**src/rtl/mem_arbiter_pkg.sv**
```systemverilog
// Shared types and widths for the TinyMIPS block-RAM arbiter.
// Both requesters and the RAM use these widths.
package tinymips_mem_pkg;

   localparam int ADDR_W = 8;
   localparam int DATA_W = 16;

   typedef logic [0:0] port_idx_t;

   typedef enum logic {
      ARB    = 1'b0,
      LOCKED = 1'b1
   } arb_state_e;

endpackage

```
**src/rtl/mem_arbiter_if.sv**
```systemverilog
// One requester's memory port: request/grant handshake plus the read return path.
// master = requester side, slave = arbiter side.
interface mem_arbiter_if
   import tinymips_mem_pkg::*;
();

   logic              req;
   logic              we;
   logic              lock;
   logic [ADDR_W-1:0] addr;
   logic [DATA_W-1:0] wdata;
   logic              gnt;
   logic              rvalid;
   logic [DATA_W-1:0] rdata;

   modport master (
      output req, we, lock, addr, wdata,
      input  gnt, rvalid, rdata
   );

   modport slave (
      input  req, we, lock, addr, wdata,
      output gnt, rvalid, rdata
   );

endinterface

```
**src/rtl/mem_arbiter_rr_arb2.sv**
```systemverilog
// Two-way grant logic: round-robin or fixed priority, with a bounded lock
// that lets one port keep the grant for a short atomic sequence.
module rr_arb2
   import tinymips_mem_pkg::*;
#(
   parameter int FIXED_PRIO = 0,
   parameter int MAX_LOCK   = 4
) (
   input  logic       clk,
   input  logic       rst,
   input  logic [1:0] req,
   input  logic [1:0] lock,
   output logic [1:0] gnt
);

   localparam logic [3:0] MaxCnt = 4'(MAX_LOCK);

   arb_state_e state_q, state_d;
   port_idx_t  last_q, last_d;
   port_idx_t  owner_q, owner_d;
   logic [3:0] lock_cnt_q, lock_cnt_d;
   logic [3:0] cnt_inc;
   port_idx_t  win;

   // An idle owner drops its lock on the spot so the other port can use that cycle.
   always_comb begin
      state_d    = state_q;
      last_d     = last_q;
      owner_d    = owner_q;
      lock_cnt_d = lock_cnt_q;
      gnt        = 2'b00;
      win        = last_q;
      cnt_inc    = (lock_cnt_q == 4'hF) ? lock_cnt_q : lock_cnt_q + 4'd1;

      if (rst) begin
         gnt = 2'b00;
      end else if (state_q == LOCKED && req[owner_q]) begin
         win          = owner_q;
         gnt[owner_q] = 1'b1;
         last_d       = owner_q;
         lock_cnt_d   = cnt_inc;
         if (!(lock[owner_q] && cnt_inc < MaxCnt)) begin
            state_d    = ARB;
            lock_cnt_d = 4'd0;
         end
      end else begin
         state_d    = ARB;
         lock_cnt_d = 4'd0;
         if (req != 2'b00) begin
            if (req == 2'b11) begin
               win = (FIXED_PRIO != 0) ? 1'b0 : ~last_q;
            end else begin
               win = req[1];
            end
            gnt[win] = 1'b1;
            last_d   = win;
            // A single-grant budget never needs the LOCKED state.
            if (lock[win] && MaxCnt > 4'd1) begin
               state_d    = LOCKED;
               owner_d    = win;
               lock_cnt_d = 4'd1;
            end
         end
      end
   end

   always_ff @(posedge clk or posedge rst) begin
      if (rst) begin
         state_q    <= ARB;
         last_q     <= 1'b1;
         owner_q    <= 1'b0;
         lock_cnt_q <= 4'd0;
      end else begin
         state_q    <= state_d;
         last_q     <= last_d;
         owner_q    <= owner_d;
         lock_cnt_q <= lock_cnt_d;
      end
   end

endmodule

```
**src/rtl/mem_arbiter.sv**
```systemverilog
// Shares the single-port block RAM between the TinyMIPS core (p0) and the
// host/debug loader (p1); adds the RAM mux and the registered read-valid return.
module mem_arbiter
   import tinymips_mem_pkg::*;
#(
   parameter int FIXED_PRIO = 0,
   parameter int MAX_LOCK   = 4
) (
   input  logic              clk,
   input  logic              rst,
   mem_arbiter_if.slave      p0,
   mem_arbiter_if.slave      p1,
   output logic              ram_we,
   output logic [ADDR_W-1:0] ram_addr,
   output logic [DATA_W-1:0] ram_din,
   input  logic [DATA_W-1:0] ram_dout
);

   logic [1:0] gnt;
   logic       p0_rvalid_q, p0_rvalid_d;
   logic       p1_rvalid_q, p1_rvalid_d;

   rr_arb2 #(
      .FIXED_PRIO (FIXED_PRIO),
      .MAX_LOCK   (MAX_LOCK)
   ) u_arb (
      .clk  (clk),
      .rst  (rst),
      .req  ({p1.req, p0.req}),
      .lock ({p1.lock, p0.lock}),
      .gnt  (gnt)
   );

   assign p0.gnt = gnt[0];
   assign p1.gnt = gnt[1];

   // Idle bus is all zeros so the RAM never sees a stray write.
   always_comb begin
      ram_we   = 1'b0;
      ram_addr = '0;
      ram_din  = '0;
      if (gnt[0]) begin
         ram_we   = p0.we;
         ram_addr = p0.addr;
         ram_din  = p0.wdata;
      end else if (gnt[1]) begin
         ram_we   = p1.we;
         ram_addr = p1.addr;
         ram_din  = p1.wdata;
      end
   end

   always_comb begin
      p0_rvalid_d = gnt[0] & ~p0.we;
      p1_rvalid_d = gnt[1] & ~p1.we;
   end

   always_ff @(posedge clk or posedge rst) begin
      if (rst) begin
         p0_rvalid_q <= 1'b0;
         p1_rvalid_q <= 1'b0;
      end else begin
         p0_rvalid_q <= p0_rvalid_d;
         p1_rvalid_q <= p1_rvalid_d;
      end
   end

   assign p0.rvalid = p0_rvalid_q;
   assign p1.rvalid = p1_rvalid_q;
   assign p0.rdata  = ram_dout;
   assign p1.rdata  = ram_dout;

endmodule
```
**src/flat_wrapper.sv**
```systemverilog
// flat-port wrapper written by rule: the top's interface ports become plain ports
module mem_arbiter_flat import tinymips_mem_pkg::*;
#(
   parameter int FIXED_PRIO = 0,
   parameter int MAX_LOCK   = 4
)
  (clk, rst, ram_we, ram_addr, ram_din, ram_dout, p0_req, p0_we, p0_lock, p0_addr, p0_wdata, p0_gnt, p0_rvalid, p0_rdata, p1_req, p1_we, p1_lock, p1_addr, p1_wdata, p1_gnt, p1_rvalid, p1_rdata);
  mem_arbiter_if p0_i ();
  mem_arbiter_if p1_i ();
  input  logic clk;
  input  logic rst;
  output logic ram_we;
  output logic [ADDR_W-1:0] ram_addr;
  output logic [DATA_W-1:0] ram_din;
  input  logic [DATA_W-1:0] ram_dout;
  input wire logic [$bits(p0_i.req)-1:0] p0_req;
  input wire logic [$bits(p0_i.we)-1:0] p0_we;
  input wire logic [$bits(p0_i.lock)-1:0] p0_lock;
  input wire logic [$bits(p0_i.addr)-1:0] p0_addr;
  input wire logic [$bits(p0_i.wdata)-1:0] p0_wdata;
  output wire logic [$bits(p0_i.gnt)-1:0] p0_gnt;
  output wire logic [$bits(p0_i.rvalid)-1:0] p0_rvalid;
  output wire logic [$bits(p0_i.rdata)-1:0] p0_rdata;
  input wire logic [$bits(p1_i.req)-1:0] p1_req;
  input wire logic [$bits(p1_i.we)-1:0] p1_we;
  input wire logic [$bits(p1_i.lock)-1:0] p1_lock;
  input wire logic [$bits(p1_i.addr)-1:0] p1_addr;
  input wire logic [$bits(p1_i.wdata)-1:0] p1_wdata;
  output wire logic [$bits(p1_i.gnt)-1:0] p1_gnt;
  output wire logic [$bits(p1_i.rvalid)-1:0] p1_rvalid;
  output wire logic [$bits(p1_i.rdata)-1:0] p1_rdata;
  assign p0_i.req = p0_req;
  assign p0_i.we = p0_we;
  assign p0_i.lock = p0_lock;
  assign p0_i.addr = p0_addr;
  assign p0_i.wdata = p0_wdata;
  assign p0_gnt = p0_i.gnt;
  assign p0_rvalid = p0_i.rvalid;
  assign p0_rdata = p0_i.rdata;
  assign p1_i.req = p1_req;
  assign p1_i.we = p1_we;
  assign p1_i.lock = p1_lock;
  assign p1_i.addr = p1_addr;
  assign p1_i.wdata = p1_wdata;
  assign p1_gnt = p1_i.gnt;
  assign p1_rvalid = p1_i.rvalid;
  assign p1_rdata = p1_i.rdata;
  mem_arbiter #(.FIXED_PRIO(FIXED_PRIO), .MAX_LOCK(MAX_LOCK)) u_core (.clk(clk), .rst(rst), .p0(p0_i), .p1(p1_i), .ram_we(ram_we), .ram_addr(ram_addr), .ram_din(ram_din), .ram_dout(ram_dout));
endmodule
```
**config.mk**
```make
export PLATFORM = sky130hd
export DESIGN_NAME = mem_arbiter_flat
export DESIGN_NICKNAME = d
export VERILOG_FILES = /design/src/rtl/mem_arbiter_pkg.sv /design/src/rtl/mem_arbiter_if.sv /design/src/rtl/mem_arbiter_rr_arb2.sv /design/src/rtl/mem_arbiter.sv /design/src/flat_wrapper.sv
export SDC_FILE = /design/constraint.sdc
export NUM_CORES = 1
export LEC_CHECK = 0
export CORE_ASPECT_RATIO = 1.5
export CORE_MARGIN = 1
export CORE_UTILIZATION = 27
export DETAILED_ROUTE_END_ITERATION = 8
export PLACE_DENSITY = 0.86
export SKIP_LAST_GASP = 1
export SLEW_MARGIN = 20
export SYNTH_ARGS = -nofsm -noshare
export SYNTH_HDL_FRONTEND = slang
export SYNTH_SLANG_ARGS = --single-unit
```
**constraint.sdc**
```tcl
create_clock -name clk -period 2.2 [get_ports clk]
set_clock_uncertainty 0.05 [all_clocks]
set_input_delay 0.22 -clock clk [delete_from_list [all_inputs] [get_ports clk]]
set_output_delay 0.22 -clock clk [all_outputs]
set_load 0.03 [all_outputs]
```
Word level (Yosys, flattened, before mapping) --
Cells that the tools add are included.
Storage, ports and cells: flip-flop bits (word level) 9, output and inout bits 61, word-level logic and storage cells 65
Cells by class: $add $sub $neg 1, bitwise gates (word level) 7, eq/ne operators 3, magnitude comparators 5, reductions and logical operators 9, muxes and demuxes 34
Operators with widths (count):
- $mux 16 | 2
- $mux 1 | 22
- $mux 8 | 2
- $mux 4 | 3
- $mux 2 | 3
- $not 1->1 | 5
- $add 4x1->4 const B | 1
- $eq 4x4->1 const B | 1
- $logic_and 1x1->1 | 4
- $lt 1x2->1 const B | 2
- $lt 4x3->1 const B | 1
- $reduce_and 2->1 | 2
- $reduce_and 4->1 | 1
- $reduce_bool 2->1 | 2
- $and 1x1->1 | 2
- $demux 1 s1 | 2
- $eq 2x2->1 const B | 1
- $ge 1x1->1 const B | 2
- $ne 2x2->1 const B | 1

Logic depth before layout (Yosys ltp) --
Gate-level depths: netlist (run 1).
depth in word-level cells 14, mapped depth 6, depth with buffers taken out 5

By module --
A second synthesis (run 1) with hierarchy kept.
Second synthesis, totals: cell total of the unflattened synthesis 118, area total of the unflattened synthesis 1053.5 µm²
Modules (own cells, without submodules):
- mem_arbiter | cells an instance 72, times used 1, area an instance 609.3 µm²
- rr_arb2 | cells an instance 46, times used 1, area an instance 444.2 µm²

Worst setup path after synthesis (run 1) --
OpenSTA, ideal clock, no wires.
path kind reg2out, start point register u_core.u_arb.last_q, end point output ram_din[10], cell stages (with the launch flop) 5, data required time 1.930 ns, data arrival time 1.489 ns, setup slack 0.441 ns, cells stage by stage dfstp_2 o21ai_2 a211oi_4 buf_6 a22o_2
On the way: elaborated cells between the ends (all ways) 15
RTL lines:
- start: declaration | RTL line mem_arbiter_rr_arb2.sv:19 | port_idx_t last_q, last_d;
- start signal: assignment | RTL line mem_arbiter_rr_arb2.sv:75 | last_q <= last_d;
- $not 1->1 (*) | RTL line mem_arbiter_rr_arb2.sv:51 | win = (FIXED_PRIO != 0) ? 1'b0 : ~last_q;
- $mux 1 (*) | RTL line mem_arbiter_rr_arb2.sv:50 | if (req == 2'b11) begin
- $mux 1 (*) | RTL line mem_arbiter_rr_arb2.sv:49 | if (req != 2'b00) begin
- $mux 1 (*) | RTL line mem_arbiter_rr_arb2.sv:37 | end else if (state_q == LOCKED && req[owner_q]) begin
- $mux 1 (*) | RTL line mem_arbiter_rr_arb2.sv:35 | if (rst) begin
- $lt 1x2->1 (implied by the code) or $ge 1x1->1 (tied branches) | RTL line mem_arbiter_rr_arb2.sv:55 | gnt[win] = 1'b1;
- $logic_and 1x1->1 (implied by the code) | RTL line mem_arbiter_rr_arb2.sv:55
- $mux 1 (implied by the code) | RTL line mem_arbiter_rr_arb2.sv:55
- $demux 1 s1 (*) | RTL line mem_arbiter_rr_arb2.sv:55
- $mux 2 (*) | RTL line mem_arbiter_rr_arb2.sv:49
- $mux 2 (*) | RTL line mem_arbiter_rr_arb2.sv:37
- $mux 2 (*) | RTL line mem_arbiter_rr_arb2.sv:35
- named net p0_gnt | RTL line flat_wrapper.sv:21 | output wire logic [$bits(p0_i.gnt)-1:0] p0_gnt;
- $mux 16 (*) | RTL line mem_arbiter.sv:42 | if (gnt[0]) begin
- end: declaration | RTL line flat_wrapper.sv:14 | output logic [DATA_W-1:0] ram_din;
Mark *: on every way through the listed nets, which the timed path passes. The rest lies on a longest branch. The select of a mux whose other input is x is not followed.

Final worst setup path (run 1) --
start point register u_core.u_arb.last_q, end point output ram_din[6]
On the way: longest elaborated chain between the ends 14, elaborated cells between the ends (all ways) 15
Ends and longest elaborated chain:
- $not 1->1 (*) | RTL line mem_arbiter_rr_arb2.sv:51
- $mux 1 (*) | RTL line mem_arbiter_rr_arb2.sv:50
- $mux 1 (*) | RTL line mem_arbiter_rr_arb2.sv:49
- $mux 1 (*) | RTL line mem_arbiter_rr_arb2.sv:37
- $mux 1 (*) | RTL line mem_arbiter_rr_arb2.sv:35
- $lt 1x2->1 (implied by the code) or $ge 1x1->1 (tied branches) | RTL line mem_arbiter_rr_arb2.sv:55
- $logic_and 1x1->1 (implied by the code) | RTL line mem_arbiter_rr_arb2.sv:55
- $mux 1 (implied by the code) | RTL line mem_arbiter_rr_arb2.sv:55
- $demux 1 s1 (*) | RTL line mem_arbiter_rr_arb2.sv:55
- $mux 2 (*) | RTL line mem_arbiter_rr_arb2.sv:49
- $mux 2 (*) | RTL line mem_arbiter_rr_arb2.sv:37
- $mux 2 (*) | RTL line mem_arbiter_rr_arb2.sv:35
- $mux 16 | RTL line mem_arbiter.sv:46 | end else if (gnt[1]) begin
- $mux 16 (*) | RTL line mem_arbiter.sv:42
Mark *: on every way between the ends. The rest lies on a longest branch, timed or not. The select of a mux whose other input is x is not followed.

==> results.md, run 1 <==
Placement:
- The number of buffer cells added on primary ports is 84.
- The HPWL reported at the end of detailed placement is 2.36 mm.
- Routability-driven placement finished with a final weighted congestion of 0.720.

Worst setup path:
- The signal arrival time at the worst endpoint is 1720 ps.
- The setup path with the least slack is of type flop to output pin.
- The endpoint identified for the worst register-to-register timing path is u_core.u_arb.owner_q$_DFFE_PP0P_.
- In this run the worst path has a maximum fanout of 27.
- STA classifies the critical path endpoint as an output pin.
- The required time reported for the critical path endpoint is 1930 ps.
- STA classifies the critical path startpoint as a flop.
- The worst-case register-to-register setup slack is 710 ps.
- In this run the critical register-to-register path is launched from u_core.u_arb.last_q$_DFFE_PP1P_.
- The number of cell instances on the worst register-to-register path is 4.

Routing:
- After detailed routing, the average wire length per cell comes to 13.8 um.
- In this run, the number of DRC markers left after iteration 0 of detailed routing was 2.
- The first TritonRoute pass finished after 3 iterations.
- The detailed-route DRC error count is 0.
- The routed wire length is 2.80 mm.
- The via count is 967.
- The count of antenna-violating nets left after detailed routing is 0.
- The number of vias per cell after detailed routing is 4.76.

STA:
- In the finished design, the share of the clock period the worst path needs comes to 90.3%.
- The final hold violation count was 0.
- The max-slew violation count came to 0.
- Derived from the worst setup path, the maximum achievable clock frequency is 503 MHz.
- Measured against its own limit, the worst slew margin works out to 79.9%.
- Setup repair after global routing left no endpoint under its margin.
- For the finished layout, the period the worst path requires is 1990 ps.
- The transition at the pin with the smallest max-transition slack is 301 ps.
- Summed over all failing endpoints, the final setup total negative slack is 0 ps.
- The setup violation total in the final timing report is 0.

Floorplan:
- Measured along the y axis, the die boundary spans 77.1 um.
- Pin placement for this block handled 133 I/O pins.
- The floorplan has 26 rows.
- The overall die area is 0.00402 mm2.
- The core region is 0.00351 mm2.
- Once the floorplan was initialized, standard cells occupied 28.9% of the core.
- In this run the horizontal extent of the chip is 52.1 um.

Clock network:
- In this run the clock root is driven by a sky130_fd_sc_hd__clkbuf_8.
- The worst-case clock buffer depth is 2.
- The clock sink count is 9.
- In this run the number of H-tree levels came out at 1.
- After clock tree synthesis, the flow added hold-fix buffers numbering 0.
- The quantity of gates resized following cts is 0.
- For the worst-skew pair, the clock arrives at the later sink with an insertion delay of 230 ps.
- TritonCTS created 3 clock buffers.
- Post-CTS timing repair inserted 0 buffers for setup.
- The clock-pin slew on the worst setup and hold paths is 50 ps.
- TritonCTS built the clock tree.

Finish:
- In the layout the commonest cells are 57 x sky130_fd_sc_hd__clkdlybuf4s50_1, 30 x sky130_fd_sc_hd__buf_4, 22 x sky130_fd_sc_hd__a22o_2, 8 x sky130_fd_sc_hd__dfrtp_1, 5 x sky130_fd_sc_hd__nor2_1.
- The antenna diode count is 0.
- The commonest non-fill, non-tap cell in the layout is sky130_fd_sc_hd__clkdlybuf4s50_1.
- The area occupied by multi-input gates is 488 um2.
- Measured on the finished design, the core utilization comes to 46.7%.
- The area growth from synthesis to layout is 61.3%.
- The count of fill cells added during filler insertion is 340.
- The ratio of cells with drive above 1 in the final layout is 40.4%.
- The sequential cells in the finished layout cover a total of 226 um2.
- The final layout contains 235 nets.

GRT:
- The number of global-route vias before repair is 942.
- The all-layer global routing usage is 13.4%.
- The first-pass GRT wire length is 4.06 mm.
- Entering global routing, the biggest net connects 29 pins.
- The total overflow left after global routing is 0.
- The number of antenna violations at the first check in global routing is 0.

Power:
- The static power due to leakage is 0.741 nW.
- The worst-case vdd ir drop is 0.000269 V.
- The power density over the cells is 541 mW/mm2.

Synth:
- The mean post-synth cell area is 9.58 um2.
- The top cell type's share of synthesized area is 23.6%.
- The netlist uses 33 different library cells.
- The number of nets in the synthesized netlist is 179.
- Sorting the synthesized cells by area gives the leading types as sky130_fd_sc_hd__buf_4 24%, sky130_fd_sc_hd__a22o_2 22%, sky130_fd_sc_hd__dfrtp_1 20%, sky130_fd_sc_hd__buf_6 4.4%, sky130_fd_sc_hd__dfstp_2 2.6%.
- The yosys synthesis warning count is 0.
- The instance count of the mapped netlist is 106.
- The number of synthesized register bits is 9.
- The cell type with the highest aggregate area in the netlist is sky130_fd_sc_hd__buf_4.
- The area of the mapped netlist is 0.00102 mm2.
- The post-synthesis sequential area ratio is 22.3%.

Outcome:
- The run finished with clean final reports.

Worst hold path:
- In this run the worst hold path is classified as input port to asynchronous set/reset pin.

Run:
- The max-cap violation count is 0.
cells in the mapped netlist, drive strengths merged:
cell type / n
a31o: 1
a21boi: 1
or2: 1
dfstp: 1
a211o: 1
a22o: 25
o21ai: 2
o22a: 1
nand2b: 1
inv: 3
o211a: 1
nor2b: 2
mux2: 2
a21oi: 1
a21o: 1
and2b: 1
ha: 1
and2: 2
a32oi: 1
nor3: 1
nand4b: 1
a211oi: 2
dfrtp: 8
mux2i: 1
buf: 37
nor2: 5
nand2: 2
where the power goes:
group	switching [mW]	internal, mW
registers	0.0272	0.192
clock network	0.0618	0.126
logic	0.228	0.251
cell type report:
class	count	area share (%)
repair buffers	88	49.8
multi-input cells	57	29.8
flip-flops and latches	9	13.8
well taps	42	3.21
clock buffers	4	2.75
inverters	3	0.687
worst max-delay path: stages (launching register included):
cell                      delay, ps
sky130_fd_sc_hd__dfstp_2        550
sky130_fd_sc_hd__o21ai_2         90
sky130_fd_sc_hd__o211a_1        210
sky130_fd_sc_hd__buf_4          210
sky130_fd_sc_hd__a22o_2         240
sky130_fd_sc_hd__buf_4          170
sequential cells by signal (all words and copies together) (netlist names):
register and cells:
u_core.u_arb.owner_q 1, u_core.p0.rvalid 1, u_core.u_arb.lock_cnt_q 4, u_core.u_arb.state_q 1
u_core.u_arb.last_q 1, u_core.p1.rvalid 1
routing by layer:
metal	up-vias	wire [um]	GRT usage [%]
met2	58	1520	24.5
met1	431	923	11.8
met3	12	285	4.56
met4	0	74	7.84
met5	-	0	0
li1	466	-	-
cells by family (layout without fill, tap and decap cells):
family,count (synthesis),in the layout,synth area share [%]
buffers and inverters,40,95,29.7
AOI/OAI and AO/OA,37,37,34.7
and+or+nand+nor,16,16,8.87
DFF,9,9,22.3
muxes,3,3,3.20
adders and majority gates,1,1,1.23
worst max path at each step:
stage          slack (ps)                             from           to
3_5_place_dp          200                           p0_req   ram_din[6]
6_report              210  u_core.u_arb.last_q$_DFFE_PP1P_   ram_din[6]
4_1_cts               200  u_core.u_arb.last_q$_DFFE_PP1P_   ram_din[6]
2_1_floorplan         440  u_core.u_arb.last_q$_DFFE_PP1P_  ram_din[10]
5_1_grt               140  u_core.u_arb.last_q$_DFFE_PP1P_   ram_din[9]
3_3_place_gp          230                           p0_req   ram_din[6]
per-stage QoR:
step	total power, mW	std cells	setup WS (ps)	hold slack, ps	instance area, um2
after detailed placement	0.705	199	200	390	1590
after floorplan	0.604	106	441	-30.7	1020
after global routing	0.935	203	142	390	1640
after CTS	0.896	203	200	382	1640
after global placement	0.698	199	226	390	1590
final	0.886	203	213	374	1640
Note: power is estimated with default switching activity, not from simulation.
==> inputs of run 2 (changes only) <==
==> constraint.sdc (replaced) <==
create_clock -name clk -period 2.2 [get_ports clk]
set_clock_uncertainty 0.05 [all_clocks]
set_input_delay 0.22 -clock clk [delete_from_list [all_inputs] [get_ports clk]]
set_output_delay 0.22 -clock clk [all_outputs]
set_load 0.01 [all_outputs]
==> run 2 against run 1 <==
  * The flow now finishes with violations (negative setup slack)
  * Clock power barely moved
  * Die area did not move
  * Sequential power barely moved
  * Sequential cell count did not move
  * Sequential share of layout area fell by 0.76 points
  * Fmax fell by 15%
  * Wire length rose by 4.3%
  * Highest routed layer unchanged
==> results.md, run 2 (synthesis gave the netlist of run 1 again) <==
Worst setup path:
- The signal arrival time at the worst endpoint is 2080 ps (was 1720 ps).
- The delay of the slowest cell on the worst path came to 550 ps (about the same).
- The critical path startpoint category is a flop (unchanged).
- Sequence of cells on the critical path: o21ai_2 -> a211oi_4 -> buf_12 -> a22o_1 -> clkdlybuf4s50_1 (was o21ai_2 -> o211a_1 -> buf_4 -> a22o_2 -> buf_4).
- The type of the worst setup path is flop to output pin (unchanged).
- The slowest cell on the critical path was sky130_fd_sc_hd__dfstp_2 (unchanged).
- The endpoint kind of the worst setup timing path is an output pin (unchanged).
- The required time reported for the critical path endpoint is 1930 ps (about the same).
- The largest fanout on the critical path is 28 (was 27).

Finish:
- The count of fill cells added during filler insertion is 330 (was 340).
- The flip-flop count of the largest register, all copies and words added was 4 (unchanged).
- The final layout net count was 237 (was 235).
- The commonest non-fill, non-tap cell in the layout is sky130_fd_sc_hd__clkdlybuf4s50_1 (unchanged).
- The area growth from synthesis to layout was 70.7% (was 61.3%).
- The largest register by flop count is u_core.u_arb.lock_cnt_q (unchanged).
- The antenna diode count is 0 (unchanged).
- Most used cells in the layout excluding fill and tap cells: 84 x sky130_fd_sc_hd__clkdlybuf4s50_1, 22 x sky130_fd_sc_hd__a22o_2, 8 x sky130_fd_sc_hd__dfrtp_1, 5 x sky130_fd_sc_hd__nor2_1, 4 x sky130_fd_sc_hd__buf_4 (was 57 x sky130_fd_sc_hd__clkdlybuf4s50_1, 30 x sky130_fd_sc_hd__buf_4, 22 x sky130_fd_sc_hd__a22o_2, 8 x sky130_fd_sc_hd__dfrtp_1, 5 x sky130_fd_sc_hd__nor2_1).
- The design area was 0.00173 mm2 (was 0.00164 mm2).
- The ratio of cells with drive above 1 in the final layout was 24.5% (was 40.4%).

Clock network:
- The insertion delay of the later-clocked pin in the worst-skew pair came to 230 ps (about the same).
- The worst-case clock buffer depth is 2 (unchanged).
- The number of buffers inserted during clock tree synthesis was 3 (unchanged).
- The clock-pin slew on the worst setup and hold paths is 40 ps (was 50 ps).
- The TritonCTS clock tree is done (unchanged).
- The number of hold-repair buffers added at the cts stage is 0 (unchanged).
- The quantity of gates resized following cts came to 0 (unchanged).
- The number of setup buffers added after CTS was 0 (unchanged).
- The level count of the clock H-tree is 1 (unchanged).
- The clock sink count came to 9 (unchanged).
- The root buffer cell is sky130_fd_sc_hd__clkbuf_8 (unchanged).

Floorplan:
- The total number of placement rows is 26 (unchanged).
- The width of the die is 52.1 um (unchanged).
- The overall die area is 0.00402 mm2 (unchanged).
- The core box area is 0.00351 mm2 (unchanged).
- The overall die height is 77.1 um (unchanged).
- The initial cell density of the core was 28.9% (unchanged).
- The number of placed I/O pins came to 133 (unchanged).

STA:
- The maximum achievable frequency is 426 MHz (was 503 MHz).
- The worst hold slack after final layout was 388 ps (was 374 ps).
- The worst slew margin relative to its limit is 83.1% (was 79.9%).
- The final hold violation count is 0 (unchanged).
- Unrepaired setup endpoints after global routing: yes (was no).
- The shortest clock period the worst path allows after layout is 2350 ps (was 1990 ps).
- The transition at the pin with the smallest max-transition slack is 254 ps (was 301 ps).
- The setup violation total in the final timing report is 25 (was 0).
- The portion of the clock cycle consumed by the worst path in the final layout is 107% (was 90.3%).
- The post-route worst setup slack is -150 ps (was 213 ps).
- The max-slew violation count is 0 (unchanged).

Routing:
- The detailed-route DRC error count is 0 (unchanged).
- The iteration-0 DRC count of the detailed router is 10 (was 2).
- The via count is 974 (was 967).
- The number of vias per cell after detailed routing came to 4.75 (was 4.76).
- The iteration count of the initial detailed-routing pass is 4 (was 3).
- The count of antenna-violating nets left after detailed routing is 0 (unchanged).
- The routed wire length is 2.92 mm (was 2.80 mm).
- The routed wire length per instance was 14.2 um (was 13.8 um).

GRT:
- The maximum number of pins on one net before global-route repair is 29 (unchanged).
- The number of antenna violations at the first check in global routing was 0 (unchanged).
- The leftover overflow at the end of global routing is 0 (unchanged).
- The number of global-route vias before repair was 990 (was 942).
- The first-pass GRT wire length is 4.50 mm (was 4.06 mm).
- The all-layer global routing usage is 15.2% (was 13.4%).

Placement:
- The worst slack after detailed placement came to -29.7 ps (was 200 ps).
- The number of buffer cells added on primary ports is 84 (unchanged).
- The cell area reported after detailed placement was 0.00169 mm2 (was 0.00159 mm2).
- The final estimated routing congestion in global placement is 0.700 (was 0.720).
- The HPWL reported at the end of detailed placement came to 2.46 mm (was 2.36 mm).

Outcome:
- The checks that failed: negative setup slack.
- Run status: finished with violations (was finished clean).

Power:
- The static power due to leakage is 0.709 nW (was 0.741 nW).
- The power after layout is 831 uW (was 886 uW).
- The worst-case vdd ir drop came to 0.000248 V (was 0.000269 V).
- The power density over the cells is 479 mW/mm2 (was 541 mW/mm2).

Worst hold path:
- The type of the tightest min-delay check is input port to asynchronous set/reset pin (unchanged).

Run:
- The max-cap violation count is 0 (unchanged).
==> run 2: final cells by class <==
cell class / count / area [um2] / share of cell area (%)
Timing Repair Buffer: 90 / 911 / 52.5
Multi-Input combinational cell: 57 / 488 / 28.1
Sequential cell: 9 / 226 / 13.1
Tap cell: 42 / 52.6 / 3.03
Clock buffer: 4 / 45.0 / 2.60
Inverter: 3 / 11.3 / 0.649
==> run 2: per-stage QoR <==
stage	setup TNS (ps)	utilization, %	instances
2_1_floorplan	0	-	106
3_3_place_gp	-12.7	48.1	201
3_5_place_dp	-202	48.1	201
4_1_cts	-3520	49.4	205
5_1_grt	-5150	49.4	205
6_report	-3030	49.4	205
==> run 2: per-layer routing <==
layer  vias up  wire length (um)  global-route usage (%)
met2        64              1640                    26.9
li1        470                 -                       -
met3        12               335                    6.55
met5         -                 0                       0
met1       428               859                    13.9
met4         0                87                    7.84
==> run 2: what timing repair did <==
item / in CTS / in global routing
setup endpoints to repair: 26 / 26
endpoints found under the hold margin: 0 / 0
pin swaps: 0 / 0
==> run 2: final timing paths <==
kind,startpoint,end,slack [ps],cells past startpoint
max,u_core.u_arb.last_q$_DFFE_PP1P_,ram_addr[2],-150,5
min,rst,u_core.u_arb.lock_cnt_q[1]$_DFFE_PP0P_,390,3
max reg2reg,u_core.u_arb.last_q$_DFFE_PP1P_,u_core.u_arb.owner_q$_DFFE_PP0P_,730,4
min reg2reg,u_core.u_arb.lock_cnt_q[3]$_DFFE_PP0N_,u_core.u_arb.lock_cnt_q[3]$_DFFE_PP0N_,430,2
max in group asynchronous,rst,u_core.u_arb.last_q$_DFFE_PP1P_,1490,3
min in group clk,ram_dout[13],p1_rdata[13],390,0
==> run 2: worst max-delay path: cells and delay by family, from the launching register on <==
kind / cells / cell delay (ps)
flops: 1 / 550
compound gates: 3 / 550
buf+inv: 2 / 740
==> run 2: where the power goes <==
part,switching (mW),internal [mW],leakage [nW]
sequential,0.0271,0.192,0.116
combinational,0.148,0.277,0.571
clock,0.0608,0.126,0.0228
total,0.236,0.596,0.709
==> inputs of run 3 (changes only) <==
--- a/config.mk
+++ b/config.mk
@@ -7,11 +7,12 @@
 export LEC_CHECK = 0
 export CORE_ASPECT_RATIO = 1.5
 export CORE_MARGIN = 1
-export CORE_UTILIZATION = 27
+export CORE_UTILIZATION = 28
 export DETAILED_ROUTE_END_ITERATION = 8
-export PLACE_DENSITY = 0.86
+export PLACE_DENSITY = 0.87
 export SKIP_LAST_GASP = 1
-export SLEW_MARGIN = 20
+export SLEW_MARGIN = 0
 export SYNTH_ARGS = -nofsm -noshare
 export SYNTH_HDL_FRONTEND = slang
+export SYNTH_HIERARCHICAL = 1
 export SYNTH_SLANG_ARGS = --single-unit
==> run 3 against run 2 <==
  * The flow now finishes without violations
  * Worst setup slack better by 230 ps
  * Register-to-register slack got worse by 150 ps
  * Critical path type unchanged
  * Sequential cell count is the same
  * Design area is 4.0% higher
  * Largest cell class unchanged
  * Global-route usage is 2.7 points higher
==> results.md, run 3 <==
Clock network:
- The worst-case clock buffer depth came to 2 (unchanged).
- The level count of the clock H-tree came to 1 (unchanged).
- The number of buffers inserted during clock tree synthesis is 3 (unchanged).
- The TritonCTS clock tree is done (unchanged).
- The clock sink count is 9 (unchanged).
- The root buffer cell is sky130_fd_sc_hd__clkbuf_8 (unchanged).
- The clock-pin slew on the worst setup and hold paths came to 50 ps (was 40 ps).
- The number of hold-repair buffers added at the cts stage is 0 (unchanged).
- The insertion delay of the later-clocked pin in the worst-skew pair is 230 ps (about the same).

Routing:
- The number of vias per cell after detailed routing was 4.83 (was 4.75).
- The via count was 1072 (was 974).
- The iteration count of the initial detailed-routing pass came to 4 (unchanged).
- The routed wire length per instance is 16.7 um (was 14.2 um).
- The detailed-route DRC error count is 0 (unchanged).
- The iteration-0 DRC count of the detailed router was 20 (was 10).
- The routed wire length is 3.71 mm (was 2.92 mm).
- The count of antenna-violating nets left after detailed routing is 0 (unchanged).

Synth:
- The net count after synthesis is 191 (was 179).
- The most instantiated flip-flop cell in the synthesis netlist is sky130_fd_sc_hd__dfrtp_1 (unchanged).
- The number of distinct library cell variants in the gate-level netlist after synthesis is 32 (was 33).
- Cells taking the most area after synthesis: sky130_fd_sc_hd__buf_4 23%, sky130_fd_sc_hd__dfrtp_1 19%, sky130_fd_sc_hd__a22o_1 15%, sky130_fd_sc_hd__buf_6 5.3%, sky130_fd_sc_hd__a22o_2 4.8% (was sky130_fd_sc_hd__buf_4 24%, sky130_fd_sc_hd__a22o_2 22%, sky130_fd_sc_hd__dfrtp_1 20%, sky130_fd_sc_hd__buf_6 4.4%, sky130_fd_sc_hd__dfstp_2 2.6%).
- The number of enable-type register cells in the synthesized netlist is 0 (unchanged).
- The post-synthesis sequential area ratio is 21.5% (was 22.3%).
- The instance count of the mapped netlist was 118 (was 106).
- The top cell type's share of synthesized area is 22.8% (was 23.6%).
- The mean post-synth cell area is 8.93 um2 (was 9.58 um2).
- The number of synthesized register bits is 9 (unchanged).
- The area of the mapped netlist was 0.00105 mm2 (was 0.00102 mm2).
- The adder-cell share of the synthesized area is 1.19% (was 1.23%).
- The async set or reset register ratio after synthesis was 100% (unchanged).
- The yosys synthesis warning count is 6 (was 0).
- The most repeated cell in the gate-level netlist after synthesis is sky130_fd_sc_hd__buf_4 (unchanged).
- The cell type with the highest aggregate area in the netlist is sky130_fd_sc_hd__buf_4 (unchanged).
- Commonest cells post-synth: 32 x sky130_fd_sc_hd__buf_4, 18 x sky130_fd_sc_hd__a22o_1, 8 x sky130_fd_sc_hd__dfrtp_1, 8 x sky130_fd_sc_hd__nand2_1 (was 32 x sky130_fd_sc_hd__buf_4, 22 x sky130_fd_sc_hd__a22o_2, 8 x sky130_fd_sc_hd__dfrtp_1).
- The synthesized-area fraction occupied by ao, oa, aoi and oai cells is 28.0% (was 34.7%).
- The mux cell area share after synthesis was 4.39% (was 3.20%).
- The share of synthesized cell area in and, or, nand and nor gates came to 15.6% (was 8.87%).
- The dominant combinational cell family by area after synthesis is buffers and inverters (was compound AO/OA/AOI/OAI gates).
- The xor/xnor cell area share of the yosys netlist is 0% (unchanged).

Worst setup path:
- The endpoint kind of the worst setup timing path is an output pin (unchanged).
- The critical path startpoint category was a flop (unchanged).
- The largest fanout on the critical path was 14 (was 28).
- The signal arrival time at the worst endpoint was 1850 ps (was 2080 ps).
- The type of the worst setup path is flop to output pin (unchanged).
- The required time reported for the critical path endpoint is 1930 ps (about the same).
- The number of cell instances on the worst register-to-register path was 5 (was 4).
- The origin of the critical flop-to-flop path is u_core/u_arb/last_q$_DFFE_PP1P_ (was u_core.u_arb.last_q$_DFFE_PP1P_).
- The end of the worst register-to-register path was u_core/u_arb/owner_q$_DFFE_PP0P_ (was u_core.u_arb.owner_q$_DFFE_PP0P_).
- The worst-case register-to-register setup slack is 580 ps (was 730 ps).

Finish:
- The area used by sequential logic in the layout is 226 um2 (unchanged).
- The ratio of cells with drive above 1 in the final layout is 18.3% (was 24.5%).
- The count of fill cells added during filler insertion is 340 (was 330).
- The antenna diode count is 0 (unchanged).
- The area occupied by multi-input gates was 531 um2 (was 488 um2).
- The area growth from synthesis to layout was 71.3% (was 70.7%).
- The flip-flop count of the largest register, all copies and words added came to 4 (unchanged).
- Most used cells in the layout excluding fill and tap cells: 56 x sky130_fd_sc_hd__clkdlybuf4s50_1, 20 x sky130_fd_sc_hd__dlygate4sd2_1, 18 x sky130_fd_sc_hd__a22o_1, 9 x sky130_fd_sc_hd__buf_4 (was 84 x sky130_fd_sc_hd__clkdlybuf4s50_1, 22 x sky130_fd_sc_hd__a22o_2, 8 x sky130_fd_sc_hd__dfrtp_1, 5 x sky130_fd_sc_hd__nor2_1, 4 x sky130_fd_sc_hd__buf_4).
- The commonest non-fill, non-tap cell in the layout is sky130_fd_sc_hd__clkdlybuf4s50_1 (unchanged).
- The final layout net count is 254 (was 237).
- The largest register by flop count was u_core/u_arb/lock_cnt_q (was u_core.u_arb.lock_cnt_q).

GRT:
- The number of global-route vias before repair was 1016 (was 990).
- The first-pass GRT wire length is 5.23 mm (was 4.50 mm).
- The leftover overflow at the end of global routing came to 0 (unchanged).
- The maximum number of pins on one net before global-route repair is 18 (was 29).
- The number of antenna violations at the first check in global routing is 0 (unchanged).
- The all-layer global routing usage is 17.9% (was 15.2%).

STA:
- The shortest clock period the worst path allows after layout is 2120 ps (was 2350 ps).
- The setup violation total in the final timing report came to 0 (was 25).
- The post-route worst setup slack came to 80.8 ps (was -150 ps).
- The final hold violation count came to 0 (unchanged).
- Unrepaired setup endpoints after global routing: no (was yes).
- The maximum achievable frequency is 472 MHz (was 426 MHz).
- The portion of the clock cycle consumed by the worst path in the final layout came to 96.3% (was 107%).
- The worst slew margin relative to its limit is 82.6% (was 83.1%).
- The transition at the pin with the smallest max-transition slack is 253 ps (was 254 ps).
- The max-slew violation count is 0 (unchanged).
- The worst hold slack after final layout is 144 ps (was 388 ps).

Worst hold path:
- The type of the tightest min-delay check is input port to asynchronous set/reset pin (unchanged).

Power:
- The net switching component of the power is 350 uW (was 236 uW).
- The power density over the cells is 587 mW/mm2 (was 479 mW/mm2).
- The worst-case vdd ir drop was 0.000717 V (was 0.000248 V).
- The fraction of power consumed by the clock network was 18.1% (was 22.4%).
- The portion of total power attributed to combinational logic was 59.6% (was 51.1%).
- The internal power contribution is 709 uW (was 596 uW).
- The static power due to leakage is 0.863 nW (was 0.709 nW).
- The sequential share of power came to 22.3% (was 26.4%).
- The fraction of power spent switching nets came to 33.0% (was 28.4%).

Outcome:
- Run status: finished clean (was finished with violations).

Placement:
- The worst slack after detailed placement is -281 ps (was -29.7 ps).
- The number of buffer cells added on primary ports is 84 (unchanged).
- The final estimated routing congestion in global placement is 0.795 (was 0.700).
- The HPWL reported at the end of detailed placement is 2.85 mm (was 2.46 mm).

Floorplan:
- The initial cell density of the core was 30.0% (was 28.9%).
- The total number of placement rows is 26 (unchanged).
- The core box area is 0.00351 mm2 (unchanged).
- The overall die area is 0.00402 mm2 (about the same).
- The overall die height is 77.1 um (about the same).
- The number of placed I/O pins is 133 (unchanged).
- The width of the die is 52.1 um (unchanged).

Run:
- The max-cap violation count is 0 (unchanged).
==> run 3: cell types whose count changed after synthesis, moves of 3 or more <==
cell                      delta
sky130_fd_sc_hd__a22o_2     -17
sky130_fd_sc_hd__nor2b_1     +3
sky130_fd_sc_hd__o21ai_1     +3
sky130_fd_sc_hd__a22o_1     +15
sky130_fd_sc_hd__nand2_1     +6
sky130_fd_sc_hd__nor2_1      -3
==> run 3: kinds of logic (layout without fill, tap and decap cells) <==
group,after synthesis,in the layout
buf+inv,40,102
compound gates,37,37
fa+ha+maj,1,1
simple gates,27,27
mux,4,4
flops,9,9
==> run 3: worst max path at each step <==
stage	from	endpoint
2_1_floorplan	u_core/u_arb/owner_q$_DFFE_PP0P_	ram_din[0]
3_3_place_gp	p1_req	ram_din[13]
3_5_place_dp	p1_req	ram_din[13]
4_1_cts	u_core/u_arb/state_q$_DFFE_PP0P_	ram_din[6]
5_1_grt	u_core/u_arb/last_q$_DFFE_PP1P_	ram_we
6_report	u_core/u_arb/last_q$_DFFE_PP1P_	ram_din[5]
==> run 3: power by group through the flow <==
| stage | combinational (mW) | clock (mW) | sequential, mW |
|---|---|---|---|
| final | 0.631 | 0.191 | 0.237 |
| after floorplan | 0.347 | 0 | 0.245 |
| after detailed placement | 0.614 | 0 | 0.239 |
| after global routing | 0.677 | 0.213 | 0.241 |
| after CTS | 0.623 | 0.197 | 0.236 |
| after global placement | 0.608 | 0 | 0.237 |
==> run 3: layout make-up <==
class	instances	area share, %
clock buffer	3	2.29
clock inverter	1	0.277
inverter	2	0.416
multi-input combinational	69	29.4
sequential	9	12.6
tap	42	2.91
timing repair buffer	96	52.1
==> run 3: layer usage <==
layer	up-vias	track usage (%)	share of wire [%]
met1	483	20.1	41
met3	8	10.5	14
met5	-	0	0
met2	65	27.7	44
met4	0	5.41	0.97
li1	516	-	-
==> run 3: worst max-delay path: stages (launching register included) <==
cell	delay, ps
sky130_fd_sc_hd__dfstp_2	550
sky130_fd_sc_hd__nand2b_4	60
sky130_fd_sc_hd__nand3_1	80
sky130_fd_sc_hd__and3_4	220
sky130_fd_sc_hd__bufbuf_16	290
sky130_fd_sc_hd__a22o_1	140
sky130_fd_sc_hd__dlygate4sd2_1	280
==> run 3: through the flow <==
| stage | power [mW] | setup TNS (ps) | area, um2 | cells | util (%) |
|---|---|---|---|---|---|
| final | 1.06 | 0 | 1800 | 222 | 51.4 |
| after global routing | 1.13 | 0 | 1800 | 222 | 51.4 |
| after CTS | 1.06 | -170 | 1800 | 221 | 51.4 |
| after detailed placement | 0.853 | -5760 | 1740 | 215 | 49.5 |
| after global placement | 0.846 | -5090 | 1740 | 215 | 49.5 |
| after floorplan | 0.592 | 0 | 1050 | 118 | - |
==> run 3: timing repair <==
item	CTS	global route
pin swaps	0	1
cloned	1	0
hold endpoints to repair	0	0
endpoints found under the setup margin	26	12
setup buffers	1	1
gates resized for setup	30	13
